==> src/rtl/sia_txq.sv <==
// SIA transmit queue: FIFO of software-built frames serialised LSB-first on TXD with optional bit clock on TXC.
// First bit appears one edge after the word reaches an idle engine; pushes while full are dropped.
module sia_txq #(
  parameter int SHIFT_REG_WIDTH = 16,
  parameter int BAUD_RATE_WIDTH = 32,
  parameter int BITS_WIDTH      = 5,
  parameter int DEPTH_BITS      = 4
) (
  input  logic                       clk_i,
  input  logic                       reset_i,
  input  logic [BITS_WIDTH-1:0]      bits_i,
  input  logic [BAUD_RATE_WIDTH-1:0] baud_i,
  input  logic                       txcpol_i,
  input  logic                       txq_we_i,
  input  logic [SHIFT_REG_WIDTH-1:0] txq_dat_i,
  output logic                       txq_full_o,
  output logic                       txq_empty_o,
  output logic                       idle_o,
  output logic                       txd_o,
  output logic                       txc_o
);
  localparam int SRW = SHIFT_REG_WIDTH - 1;
  localparam int BRW = BAUD_RATE_WIDTH - 1;
  localparam int BW  = BITS_WIDTH - 1;
  localparam logic [DEPTH_BITS:0] DEPTH_C = (DEPTH_BITS+1)'(2**DEPTH_BITS);
  localparam logic [DEPTH_BITS:0] CNT_ONE = (DEPTH_BITS+1)'(1);

  typedef enum logic {IDLE, SEND} state_t;

  logic [SRW:0]            mem [2**DEPTH_BITS];
  logic [DEPTH_BITS-1:0]   wr_ptr, rd_ptr;
  logic [DEPTH_BITS:0]     count, count_nxt;
  logic                    push, pop;

  state_t                  state;
  logic [SRW:0]            shreg;
  logic [BW:0]             bits_l, bit_cnt;
  logic [BRW:0]            baud_l, baud_cnt;
  logic                    txd, idle;
  logic                    bit_end, word_end;

  assign push     = txq_we_i && !txq_full_o;
  assign bit_end  = (baud_cnt == baud_l);
  assign word_end = bit_end && (bit_cnt == bits_l - BITS_WIDTH'(1));
  // A new word is taken whenever the engine is free or finishing its last bit.
  assign pop      = !txq_empty_o && ((state == IDLE) || word_end);

  always_comb begin
    count_nxt = count;
    case ({push, pop})
      2'b10:   count_nxt = count + CNT_ONE;
      2'b01:   count_nxt = count - CNT_ONE;
      default: count_nxt = count;
    endcase
  end

  always_ff @(posedge clk_i) begin
    if (push) mem[wr_ptr] <= txq_dat_i;
  end

  always_ff @(posedge clk_i or posedge reset_i) begin
    if (reset_i) begin
      wr_ptr      <= '0;
      rd_ptr      <= '0;
      count       <= '0;
      txq_full_o  <= 1'b0;
      txq_empty_o <= 1'b1;
    end else begin
      if (push) wr_ptr <= wr_ptr + DEPTH_BITS'(1);
      if (pop)  rd_ptr <= rd_ptr + DEPTH_BITS'(1);
      count       <= count_nxt;
      txq_full_o  <= (count_nxt == DEPTH_C);
      txq_empty_o <= (count_nxt == '0);
    end
  end

  always_ff @(posedge clk_i or posedge reset_i) begin
    if (reset_i) begin
      state    <= IDLE;
      shreg    <= '0;
      bits_l   <= '0;
      baud_l   <= '0;
      bit_cnt  <= '0;
      baud_cnt <= '0;
      txd      <= 1'b1;
      idle     <= 1'b1;
    end else if (pop) begin
      shreg    <= mem[rd_ptr];
      bits_l   <= bits_i;
      baud_l   <= baud_i;
      bit_cnt  <= '0;
      baud_cnt <= '0;
      // A zero-length word is consumed without ever leaving mark.
      if (bits_i == '0) begin
        state <= IDLE;
        txd   <= 1'b1;
        idle  <= 1'b1;
      end else begin
        state <= SEND;
        txd   <= mem[rd_ptr][0];
        idle  <= 1'b0;
      end
    end else if (state == SEND) begin
      if (word_end) begin
        state    <= IDLE;
        baud_cnt <= '0;
        txd      <= 1'b1;
        idle     <= 1'b1;
      end else if (bit_end) begin
        baud_cnt <= '0;
        bit_cnt  <= bit_cnt + BITS_WIDTH'(1);
        shreg    <= {1'b1, shreg[SRW:1]};
        txd      <= shreg[1];
      end else begin
        baud_cnt <= baud_cnt + BAUD_RATE_WIDTH'(1);
      end
    end
  end

  assign txd_o  = txd;
  assign idle_o = idle;
  assign txc_o  = ((state == SEND) && (baud_cnt > (baud_l >> 1))) ^ txcpol_i;
endmodule

==> config.mk <==
export PLATFORM = sky130hd
export DESIGN_NAME = sia_txq
export DESIGN_NICKNAME = d
export VERILOG_FILES = /design/src/rtl/sia_txq.sv
export SDC_FILE = /design/constraint.sdc
export NUM_CORES = 1
export LEC_CHECK = 0
export ABC_AREA = 1
export CAP_MARGIN = 40
export CORE_MARGIN = 8
export CORE_UTILIZATION = 55
export DETAILED_ROUTE_END_ITERATION = 6
export PLACE_DENSITY = 0.72
export SLEW_MARGIN = 40
export SYNTH_ARGS = -nofsm -noshare
export SYNTH_HDL_FRONTEND = slang
export SYNTH_SLANG_ARGS = --single-unit
export TNS_END_PERCENT = 5
==> constraint.sdc <==
create_clock -name clk_i -period 4.2 [get_ports clk_i]
set_input_delay 1.26 -clock clk_i [delete_from_list [all_inputs] [get_ports clk_i]]
set_output_delay 1.26 -clock clk_i [all_outputs]
set_load 0.05 [all_outputs]
== After elaboration in Yosys (flattened, before gate mapping) ==
Memory sizes are Yosys's and may differ from the RTL's.
Cells that the tools add are included.
W data, S select, Z words.
Word-level totals
  bits in registers: 108
  output and inout bits: 5
  memories: 1
  bits of input ports: 57
  bits in writable memories: 256
  logic and storage cells: 74
Operators by class
  mux-type cells: 28
  bitwise operators: 2
  $lt $le $gt $ge: 1
  add/sub/neg operators: 7
  equal/unequal tests: 6
  reduce and logical (&&, ||, !) cells: 16
Memories
  mem: words 16, width 16, rd ports 1, clocked after Yosys merged registers in 0, write ports 1, line 30  | logic [SRW:0] mem [2**DEPTH_BITS];
Operators with widths (number)
  $mux W32: 4
  $mux W16: 4
  $add A32 B1 Y32 const B: 1
  $eq A32 B32 Y1: 1
  $gt A32 B31 Y1: 1
  $mux W5: 4
  $mux W1: 15
  $add A5 B1 Y5 const B: 2
  $logic_not A5 Y1: 2
  $pmux W5 S2: 1
  $sub A5 B1 Y5 const B: 2
  $add A4 B1 Y4 const B: 2
  $reduce_bool A2 Y1: 3
  $eq A5 B5 Y1: 1
  $eq A5 B5 Y1 const B: 1
  $logic_and A1 B1 Y1: 4
  $reduce_and A2 Y1: 2
  $reduce_and A3 Y1: 1
  $reduce_bool A3 Y1: 1
  $eq A2 B1 Y1 const B: 1
  $eq A2 B2 Y1 const B: 1
  $logic_not A1 Y1: 2
  $ne A2 B2 Y1 const B: 1
  $logic_or A1 B1 Y1: 1
  other kinds (2): 2

== Depth between registers and ports, before layout ==
Gate-level depths: netlist of run 1.
  word-level depth: 8
  depth in mapped cells: 25

== Least setup slack after synthesis of run 1 ==
Ideal clock, no wire load.
  path type: input-to-reg
  start point: input port txq_we_i
  end point: memory mem[11][0] (netlist bit), enable pin
  data required time: 3791 ps
  stages on the path: 4
  setup time: 409 ps
  setup slack: 876 ps
  arrival: 2915 ps
  path through: inv_1 -> nor2_1 -> inv_1 -> nor3_1
On the way
  cells in the longest elaborated chain, start to end: 3
Ends and longest elaborated chain
  start: declaration: line 14  | input logic txq_we_i,
  $logic_and A1 B1 Y1: line 42  | assign push = txq_we_i && !txq_full_o;
  $mux W1: line 58  | if (push) mem[wr_ptr] <= txq_dat_i;
  $mux W1 (not written as such): line 58
  end: declaration: line 30
Every way passes these cells.

== Worst setup path after layout of run 1 ==
  start point: register baud_cnt[21]
  end point: output port txc_o
On the way
  cells in the longest elaborated chain, start to end: 3
Ends and longest elaborated chain
  start: declaration: line 38  | logic [BRW:0] baud_l, baud_cnt;
  start signal: assignment: line 115  | baud_cnt <= baud_cnt + BAUD_RATE_WIDTH'(1);
  $gt A32 B31 Y1: line 122  | assign txc_o = ((state == SEND) && (baud_cnt > (baud_l >> 1))) ^ txcpol_i;
  $logic_and A1 B1 Y1: line 122
  $xor A1 B1 Y1: line 122
  end: declaration: line 20  | output logic txc_o
Every way passes these cells.

==> results of run 1 <==
## cell type report
cell class                      count  area, um2
Inverter                          134        522
Tap cell                          396        495
Timing Repair Buffer               95        896
Fill cell                        2401      11200
Multi-Input combinational cell   1078       5630
Clock inverter                     20        244
Clock buffer                       52       1080
Sequential cell                   363      10400
## power by group through the flow
stage	Combinational (uW)	Clock [uW]	Sequential [uW]
floorplan	345	0	4290
CTS	688	3530	4230
global route	750	3680	4250
finish	680	3480	4230
detailed placement	686	0	4300
global placement	663	0	4290
## state kept, by name, indices dropped and copies added (netlist names)
name         count
mem            256
wr_ptr           4
txd_o            1
baud_l          32
rd_ptr           4
bit_cnt          5
baud_cnt        32
state            1
bits_l           5
idle_o           1
txq_empty_o      1
shreg           15
count            5
txq_full_o       1
## critical path: cells and delay by family, from the launching register on
family	cells	cell delay, ns
adders and majority gates	1	0.31
DFF	1	0.43
buffers and inverters	1	0.19
AOI/OAI and AO/OA	4	0.74
and+or+nand+nor	5	0.35
## path summary, 6_finish.rpt
check | from | end | slack (ns) | cells past startpoint
worst max-delay path | baud_cnt[21]$_DFFE_PP0P_ | txc_o | 0.39 | 11
min in group asynchronous | reset_i | baud_cnt[26]$_DFFE_PP0P_ | 1.17 | 2
worst min register to register | shreg[1]$_DFFE_PP0P_ | shreg[1]$_DFFE_PP0P_ | 0.48 | 2
worst min-delay path | shreg[1]$_DFFE_PP0P_ | shreg[1]$_DFFE_PP0P_ | 0.48 | 2
worst max register to register | bits_l[0]$_DFFE_PP0N_ | txq_full_o$_DFF_PP0_ | 0.69 | 21
max in group asynchronous | reset_i | baud_l[17]$_DFFE_PP0N_ | 2.40 | 3
## layer usage
metal,wire length [um],up-vias,track usage,part of all wire
met2,19300,375,0.369,0.50
li1,-,5779,-,-
met3,2390,74,0.0319,0.061
met5,0,-,0,0
met4,1020,0,0.0693,0.026
met1,16200,5707,0.269,0.42
## cells in the mapped netlist (3+ instances only)
| master | instances | area (um2) |
|---|---|---|
| sky130_fd_sc_hd__a21oi_1 | 24 | 120 |
| sky130_fd_sc_hd__buf_2 | 14 | 70.1 |
| sky130_fd_sc_hd__buf_6 | 10 | 113 |
| sky130_fd_sc_hd__clkbuf_1 | 43 | 161 |
| sky130_fd_sc_hd__dfrtp_1 | 104 | 2600 |
| sky130_fd_sc_hd__dfstp_2 | 3 | 78.8 |
| sky130_fd_sc_hd__edfxtp_1 | 256 | 7690 |
| sky130_fd_sc_hd__ha_1 | 42 | 526 |
| sky130_fd_sc_hd__inv_1 | 122 | 458 |
| sky130_fd_sc_hd__inv_2 | 9 | 33.8 |
| sky130_fd_sc_hd__nand2_1 | 308 | 1160 |
| sky130_fd_sc_hd__nand2_2 | 8 | 50.1 |
| sky130_fd_sc_hd__nand3_1 | 80 | 400 |
| sky130_fd_sc_hd__nand3b_1 | 3 | 22.5 |
| sky130_fd_sc_hd__nand4_1 | 7 | 43.8 |
| sky130_fd_sc_hd__nor2_1 | 217 | 815 |
| sky130_fd_sc_hd__nor2_2 | 8 | 50.1 |
| sky130_fd_sc_hd__nor2_4 | 3 | 33.8 |
| sky130_fd_sc_hd__nor3_1 | 8 | 40.0 |
| sky130_fd_sc_hd__o211ai_1 | 33 | 248 |
| sky130_fd_sc_hd__o21ai_0 | 180 | 901 |
| sky130_fd_sc_hd__o21ai_1 | 25 | 125 |
| sky130_fd_sc_hd__o21ai_2 | 33 | 289 |
| sky130_fd_sc_hd__o221ai_1 | 3 | 26.3 |
| sky130_fd_sc_hd__o22ai_1 | 36 | 225 |
| sky130_fd_sc_hd__o31ai_1 | 5 | 37.5 |
| sky130_fd_sc_hd__xnor2_1 | 24 | 210 |
| sky130_fd_sc_hd__xor2_1 | 14 | 123 |
## cell families (layout without fill, tap and decap cells)
family / count (synthesis) / in the layout / synth area share
AND/OR/NAND/NOR: 651 / 651 / 0.160
XOR/XNOR: 38 / 38 / 0.0197
adder cells (fa/ha/maj): 42 / 42 / 0.0311
flip-flops: 363 / 363 / 0.614
buffers and inverters: 206 / 301 / 0.0539
AO/OA/AOI/OAI: 347 / 347 / 0.121
## metrics by stage
step           hold WS [ns]  cell area (um2)  utilization  setup WS [ns]
2_1_floorplan         0.449            16900            -          0.128
3_3_place_gp          0.461            17900        0.589          0.665
3_5_place_dp          0.465            17900        0.589          0.588
4_1_cts               0.483            19200        0.632          0.391
5_1_grt               0.502            19200        0.633          0.194
6_report              0.482            19200        0.633          0.392
==> reports/metrics.yaml, run 1 <==
via_count: 11935
route.final.wire_length_um: 38900
final_hold_viol_count: 0
timing.critical_path.cells: "ha_1, a21oi_1, nor2_1, a211oi_1, o21ai_0, a21oi_1, nand2_1, nand2_1, nand2_1, nand2_1, buf_4"
static-leakage-power_uw: 0.00764
mean_cell_area_of_the_mapped_netlist_um2: 10.2
grt_antenna_before_repair: 0
io_pins: 62
power.combinational.fraction: 0.081
power.total_uw: 8390
finalWorstPathRequiredPeriod_ns: 3.81
cp.arrival_ns: 2.55
max_h_tree_level: 2
p_clk_frac: 0.415
end_kind: "output port"
mostFrequentLayoutCell: "sky130_fd_sc_hd__nand2_1"
dp.final_hpwl_um: 24100
cts_buffers: 39
drive_gt1_frac: 0.105
fin_cells: 2138
synth-seq-area-share: 0.614
max_cap_violations: 0
timing.final.crit_share: 0.907
cts_tree: "built"
clockRootBuffer: "sky130_fd_sc_hd__clkbuf_16"
buffer_ports.inserted: 61
syn_area_um2: 16900
post_cts_buffers: 0
peakVddDrop_uv: 373
worst_skew_pair.late_latency_ns: 0.54
clock_skew_ns: 0.0191
detail_route.iter0.violations: 954
synth.net_count: 1746
critPathKind: "reg -> out"
floorplan.die.height_um: 191
netSwitchingPower_uw: 2010
globalRouteTotalUtil: 0.212
core_region_area_um2: 30400
syn_to_final_growth_pct: 14.1
grt_pass1_wl_um: 61800
clkTransAtPathRegs_ns: 0.06
cts_buffer_depth: 3
nets: 1810
grt_pass1_vias: 11736
die_x_um: 191
most_used_flip_flop_cell_after_synthesis: "sky130_fd_sc_hd__edfxtp_1"
gr-total-overflow: 0
startpoint_type: "flip-flop"
synth_edf_count: 256
yosys.cell_types.count: 47
synthesis.instances: 1647
status: "completed"
slew_headroom: 0.476
drt_pass1_iterations: 7
timing.critical_path.required_ns: 2.94
slowest_delay_ns: 0.43
grt_setup_unrepaired: "false"
post_drt_wl_per_cell_um: 18.2
postCtsResizedCells: 0
floorplan.rows: 64
cp_max_fo: 5
holdCritPathClass: "reg -> reg"
timing.fmax_mhz: 263
detail_route.vias_per_cell: 5.58
cts.hold.buffers_added: 0
worst-slew-pin-transition_ns: 0.782
yosys_warnings: 0
drc: 0
antenna-diode-count: 0
layout_common_cells: "308 x sky130_fd_sc_hd__nand2_1, 256 x sky130_fd_sc_hd__edfxtp_1, 208 x sky130_fd_sc_hd__nor2_1"
placed_cells_incl_taps: 2066
initial_utilization: 0.555
drv_slew: 0
route.antenna.remaining_nets: 0
p_int_uw: 6380
postSynth.asyncResetShare: 0.295
clkSinkCount: 363
timing.setup.tns_ns: 0
power_density_nw_per_um2: 436
critPathSlowestCell: "sky130_fd_sc_hd__dfrtp_1"
gp_congestion: 0.885
switching_power_share_of_the_total: 0.240
floorplan.die_area_um2: 36500
cp_common_cell: "sky130_fd_sc_hd__nand2_1"
ys_ff_latch: 363
maximum_number_of_pins_on_one_net_before_global_route_repair: 99
number_of_setup_violations_in_the_final_report: 0
seq_power_share: 0.504
(Power assumes the default switching activity.)
==> inputs of run 2 (changes only) <==
Settings changed: ABC_CLOCK_PERIOD_IN_PS from default to 4200, GPL_ROUTABILITY_DRIVEN from default to 0.
==> results of run 2 <==
Same layout as run 1: the final DEF is identical, and so are final timing and power.
